$ cat config.mk
export PLATFORM = sky130hd
export DESIGN_NAME = toggle_hs_receiver
export DESIGN_NICKNAME = d
export VERILOG_FILES = /design/src/rtl/toggle_hs_receiver_pkg.sv /design/src/rtl/toggle_hs_receiver_sync_chain.sv /design/src/rtl/toggle_hs_receiver.sv
export SDC_FILE = /design/constraint.sdc
export NUM_CORES = 1
export LEC_CHECK = 0
export CAP_MARGIN = 20
export CORE_UTILIZATION = 49
export DETAILED_ROUTE_END_ITERATION = 16
export PLACE_DENSITY = 0.83
export SLEW_MARGIN = 15
export SYNTH_ARGS = -nofsm -noshare
export SYNTH_HDL_FRONTEND = slang
export SYNTH_SLANG_ARGS = --single-unit
$ cat constraint.sdc
create_clock -name clk -period 2.9 [get_ports clk]
set_clock_uncertainty 0.15 [all_clocks]
set_input_delay 0.435 -clock clk [delete_from_list [all_inputs] [get_ports clk]]
set_output_delay 0.435 -clock clk [all_outputs]
set_load 0.01 [all_outputs]
$ cat src/rtl/toggle_hs_receiver_pkg.sv
// Shared definitions for the toggle-handshake receiver: FSM encoding,
// default synchroniser depth and a small toggle-detect helper.
package toggle_hs_receiver_pkg;

  localparam int SYNC_STAGES_DEF = 2;

  // Code 2'd3 is unused; the FSM recovers from it to IDLE.
  typedef enum logic [1:0] {
    ST_IDLE = 2'd0,
    ST_HOLD = 2'd1,
    ST_ACK  = 2'd2
  } state_t;

  // A transfer is pending whenever the synchronised request level differs
  // from the level recorded at the last capture.
  function automatic logic tgl_pending(input logic req_sync, input logic req_seen);
    return req_sync ^ req_seen;
  endfunction

endpackage

$ cat src/rtl/toggle_hs_receiver_sync_chain.sv
// Multi-flop level synchroniser. Shared with the matching transmitter,
// which uses it on its ack_tgl input.
module sync_chain #(
  parameter int STAGES = 2
) (
  input  logic clk,
  input  logic rst,
  input  logic d,
  output logic q
);

  logic [STAGES-1:0] r_chain;

  // Shift the asynchronous level through the chain; stage 0 takes the raw input.
  always_ff @(posedge clk or posedge rst) begin
    if (rst) begin
      r_chain <= '0;
    end else begin
      r_chain <= {r_chain[STAGES-2:0], d};
    end
  end

  assign q = r_chain[STAGES-1];

endmodule

$ cat src/rtl/toggle_hs_receiver.sv
// Receiving end of a two-phase bundled-data handshake: synchronises req_tgl,
// captures req_data on each level change, offers it on a valid/ready port and
// returns ack_tgl. Also counts transfers and flags early re-toggles.
import toggle_hs_receiver_pkg::*;

module toggle_hs_receiver #(
  parameter int DW          = 8,
  parameter int CW          = 8,
  parameter int SYNC_STAGES = SYNC_STAGES_DEF
) (
  input  logic          clk,
  input  logic          rst,
  input  logic          req_tgl,
  input  logic [DW-1:0] req_data,
  output logic          ack_tgl,
  output logic          out_valid,
  output logic [DW-1:0] out_data,
  input  logic          out_ready,
  output logic [CW-1:0] evt_cnt,
  output logic          busy,
  output logic          proto_err
);

  logic          w_req_sync;
  logic          w_pending;

  state_t        r_state,    w_state_nxt;
  logic          r_req_seen, w_req_seen_nxt;
  logic          r_ack,      w_ack_nxt;
  logic          r_valid,    w_valid_nxt;
  logic [DW-1:0] r_data,     w_data_nxt;
  logic [CW-1:0] r_cnt,      w_cnt_nxt;
  logic          r_err,      w_err_nxt;

  sync_chain #(
    .STAGES (SYNC_STAGES)
  ) u_req_sync (
    .clk (clk),
    .rst (rst),
    .d   (req_tgl),
    .q   (w_req_sync)
  );

  assign w_pending = tgl_pending(w_req_sync, r_req_seen);

  // Next-state and next-output decode; every register holds unless its state acts.
  always_comb begin
    w_state_nxt    = r_state;
    w_req_seen_nxt = r_req_seen;
    w_ack_nxt      = r_ack;
    w_valid_nxt    = r_valid;
    w_data_nxt     = r_data;
    w_cnt_nxt      = r_cnt;
    w_err_nxt      = r_err;
    case (r_state)
      ST_IDLE: begin
        if (w_pending) begin
          w_data_nxt     = req_data;
          w_valid_nxt    = 1'b1;
          w_req_seen_nxt = w_req_sync;
          w_cnt_nxt      = r_cnt + {{(CW-1){1'b0}}, 1'b1};
          w_state_nxt    = ST_HOLD;
        end else begin
          w_state_nxt    = ST_IDLE;
        end
      end
      ST_HOLD: begin
        // A new toggle before ack is returned is an error; the held word is kept.
        w_err_nxt = r_err | w_pending;
        if (out_ready) begin
          w_valid_nxt = 1'b0;
          w_state_nxt = ST_ACK;
        end else begin
          w_state_nxt = ST_HOLD;
        end
      end
      ST_ACK: begin
        w_err_nxt   = r_err | w_pending;
        w_ack_nxt   = ~r_ack;
        w_state_nxt = ST_IDLE;
      end
      default: begin
        w_valid_nxt = 1'b0;
        w_state_nxt = ST_IDLE;
      end
    endcase
  end

  // State and output registers; reset discards any pending word.
  always_ff @(posedge clk or posedge rst) begin
    if (rst) begin
      r_state    <= ST_IDLE;
      r_req_seen <= 1'b0;
      r_ack      <= 1'b0;
      r_valid    <= 1'b0;
      r_data     <= '0;
      r_cnt      <= '0;
      r_err      <= 1'b0;
    end else begin
      r_state    <= w_state_nxt;
      r_req_seen <= w_req_seen_nxt;
      r_ack      <= w_ack_nxt;
      r_valid    <= w_valid_nxt;
      r_data     <= w_data_nxt;
      r_cnt      <= w_cnt_nxt;
      r_err      <= w_err_nxt;
    end
  end

  assign ack_tgl   = r_ack;
  assign out_valid = r_valid;
  assign out_data  = r_data;
  assign evt_cnt   = r_cnt;
  assign proto_err = r_err;
  assign busy      = (r_state != ST_IDLE);

endmodule

==> results.md <==
* Syn Nets at 91
* Post-synthesis simple-gate area fraction at 0.07143
* Synth Register Bits at 24
* Pwr per Cell Area at ~1000 mW/mm^2
* Status: finished clean
* Setup TNS at 0 ps
* Post-Route Utilization at 0.7140
* Via count at 654
* Area occupied by multi-input gates at roughly 420 sq um
* CTS tree: done
* CP startpoint: r_state[0]$_DFF_PP0_
* HPWL Detailed at 1.359 mm
* Worst reg2reg path depth at 4
* # setup viols final at 0
* Die H at between 40 and 50 um
* Routed Antenna Nets at 0
* Fill count at roughly 140
* Internal Power at 980.6 uW
* Flop pwr share at 0.387
* Main combinational cell family by area after synthesis: multiplexers
* Die Width at 48.32 um
* RSZ-0062 raised after global routing: no
* Sw power at ~480 uW
* CP Capture Point: busy
* Max Buffers Root-to-Sink at 2
* Cell row count at 16
* Post-synth cell types at 23
* Pwr Total at 1.458 mW
* Post-cts sizing count at 0
* Crit path DAT at 1740 ps
* Die footprint at 0.002334 sq mm
* Io pins at 32
* Net Sw Frac at 0.3275
* First-pass GRT wire length at 3.167 mm
* Worst vdd ir at between 0.7 and 0.8 mV
* Vias in the first global route at 676
* Sequential share of the synthesized area at 0.5714
* Clk root buf: clkbuf_4
* Adder-cell share of the synthesized area at 0.05952
* Crit path launch type: register
* Required time worst endpoint at 2320 ps
* Pleak at 0.6396 nW
* Avg Synthesized Cell Area at 14.20 sq um
* Count of final max-slew check failures at 0
* Share of cells above drive strength 1 at 0.1682
* Synth Area in Compound Gates at 0.02738
* Core Box Area at 0.001982 sq mm
* Reg2reg end: out_data[3]$_DFFE_PP0P_
* TritonRoute pass-1 iters at 4
* Syn Std Cell Area at roughly 0.0011 sq mm
* F_max at 0.4300 GHz
* Crit. End Element: output port
* # nets final at 125
* DR DRC count at 0
* Final Hold Fails at 0
* Total grt overflow at 0
* CTS hold repair buffers at 0
* Worst skew pair latency at 300 ps
* Overall routing resource usage at 0.1820
* Post-synthesis xor/xnor area fraction at 0.09048
* CTS H-Tree Depth at 1
* Post-synthesis mux area share at 0.1464
* CP Max Fanout at 10
* Num CTS Buffers at 3
* Worst r2r src: r_state[0]$_DFF_PP0_
* Power share of the clock group at 0.118
* Wire per inst at about 14 um
* Initial Utilization at 0.5303
* Worst Hold Class: register to register
* R2R Setup Slk at 1070 ps
* Final min period at 2325 ps
* Worst slew pin tran at 865.7 ps
* Gate Count Post-Synth at 74
* Diode count at 0
* Storage cell area at between 600 and 700 sq um
* I/O Buffers at 31
* Max transition margin at 0.4222
* Final Cycle Share at 0.8019
* CTS Sinks at 24
* Ys Warns at 0
* Initial antenna violation count at 0
* Area delta synth->final at 34.64%
* Final WL at 1.834 mm
* Clock transition at path regs at 120 ps
* Vias per std cell at 4.881
* Comb pwr share at 0.496
* Worst setup path class: register to output port
* Max Cap Violations at 0
* Setup Buffers After CTS at 0
* Largest net degree at the start of global routing at 25
* GPL Wtd Cong at 0.7680
* DRT iter0 DRCs at 4
[power groups by stage]
stage	sequential, mW	combinational (mW)	clock (mW)
3_5_place_dp	0.572	0.730	0
2_1_floorplan	0.611	0.386	0
4_1_cts	0.565	0.734	0.174
3_3_place_gp	0.565	0.713	0
5_1_grt	0.582	0.780	0.195
6_report	0.564	0.723	0.172
[logic make-up after synthesis]
kind of cell / after synthesis
simple gates: 13
flops: 24
mux: 11
fa+ha+maj: 5
xor+xnor: 10
buf+inv: 7
compound gates: 4
[layout by cell type, fill, tap and decap left out, types with 2 or more instances in the layout]
cell type and instances:
mux2_2 3, nand4_1 3, mux2_4 8, ha_1 5, xnor2_1 6, xor2_1 3, nand3_1 2, clkdlybuf4s50_1 31
and2_1 2, inv_1 5, dfrtp_1 24, clkbuf_4 3
[worst max-delay path: stages (launching register included)]
cell             delay, ps
dfrtp_1                410
inv_1                  100
ha_1                   380
inv_1                   70
clkdlybuf4s50_1        480
[cell usage after synthesis]
cell type	instances	area, sq um
nand4_1	3	18.77
mux2_2	3	33.78
nor2_1	1	3.750
a221oi_1	1	8.760
nand2_1	1	3.750
dfrtp_1	24	600.6
inv_1	5	18.77
and3_1	1	6.260
xor2_1	3	26.28
a21o_2	1	8.760
nand3_1	2	10.01
and4_1	1	8.760
mux2_4	8	120.1
a31oi_1	1	6.260
xnor2_1	6	52.55
nor3_1	1	5.000
and2_1	2	12.51
nand2_2	1	6.260
buf_2	1	5.000
xor2_2	1	16.27
ha_1	5	62.56
buf_6	1	11.26
a21oi_1	1	5.000
[per-layer routing]
layer / track usage / routed length (um)
met1: 0.2432 / 827
met2: 0.2981 / 933
met3: 0.02830 / 52
met4: 0.07353 / 21
met5: 0 / 0
[state kept, by name, indices dropped and copies added, names as in the netlist]
name                cells
out_valid               1
ack_tgl                 1
r_state                 2
out_data                8
evt_cnt                 8
r_req_seen              1
u_req_sync.r_chain      2
proto_err               1
[metrics by stage]
step | area, sq um | std cells | worst slack (ps) | hold slack (ps)
finish | 1415 | 134 | 574.5 | 216.5
global route | 1415 | 134 | 434.7 | 235.4
floorplan | 1051 | 74 | 1290 | 181.2
detailed placement | 1379 | 130 | 910.2 | 191.0
global placement | 1379 | 130 | 947.9 | 186.6
CTS | 1415 | 134 | 562.5 | 219.4
[worst min-delay path by stage]
| stage | from | to | slack, ps | cells after the start |
|---|---|---|---|---|
| 6_report | u_req_sync.r_chain[0]$_DFF_PP0_ | u_req_sync.r_chain[1]$_DFF_PP0_ | 220 | 0 |
| 5_1_grt | u_req_sync.r_chain[0]$_DFF_PP0_ | u_req_sync.r_chain[1]$_DFF_PP0_ | 240 | 0 |
| 3_3_place_gp | u_req_sync.r_chain[0]$_DFF_PP0_ | u_req_sync.r_chain[1]$_DFF_PP0_ | 190 | 0 |
| 4_1_cts | u_req_sync.r_chain[0]$_DFF_PP0_ | u_req_sync.r_chain[1]$_DFF_PP0_ | 220 | 0 |
| 3_5_place_dp | u_req_sync.r_chain[0]$_DFF_PP0_ | u_req_sync.r_chain[1]$_DFF_PP0_ | 190 | 0 |
| 2_1_floorplan | u_req_sync.r_chain[0]$_DFF_PP0_ | u_req_sync.r_chain[1]$_DFF_PP0_ | 180 | 0 |
[layout make-up]
class                           instances  share of cell area
Clock buffer                            4             0.02564
Timing Repair Buffer                   31              0.2193
Sequential cell                        24              0.4244
Inverter                                5             0.01326
Tap cell                               27             0.02387
Multi-Input combinational cell         43              0.2935
(Power assumes the default switching activity.)
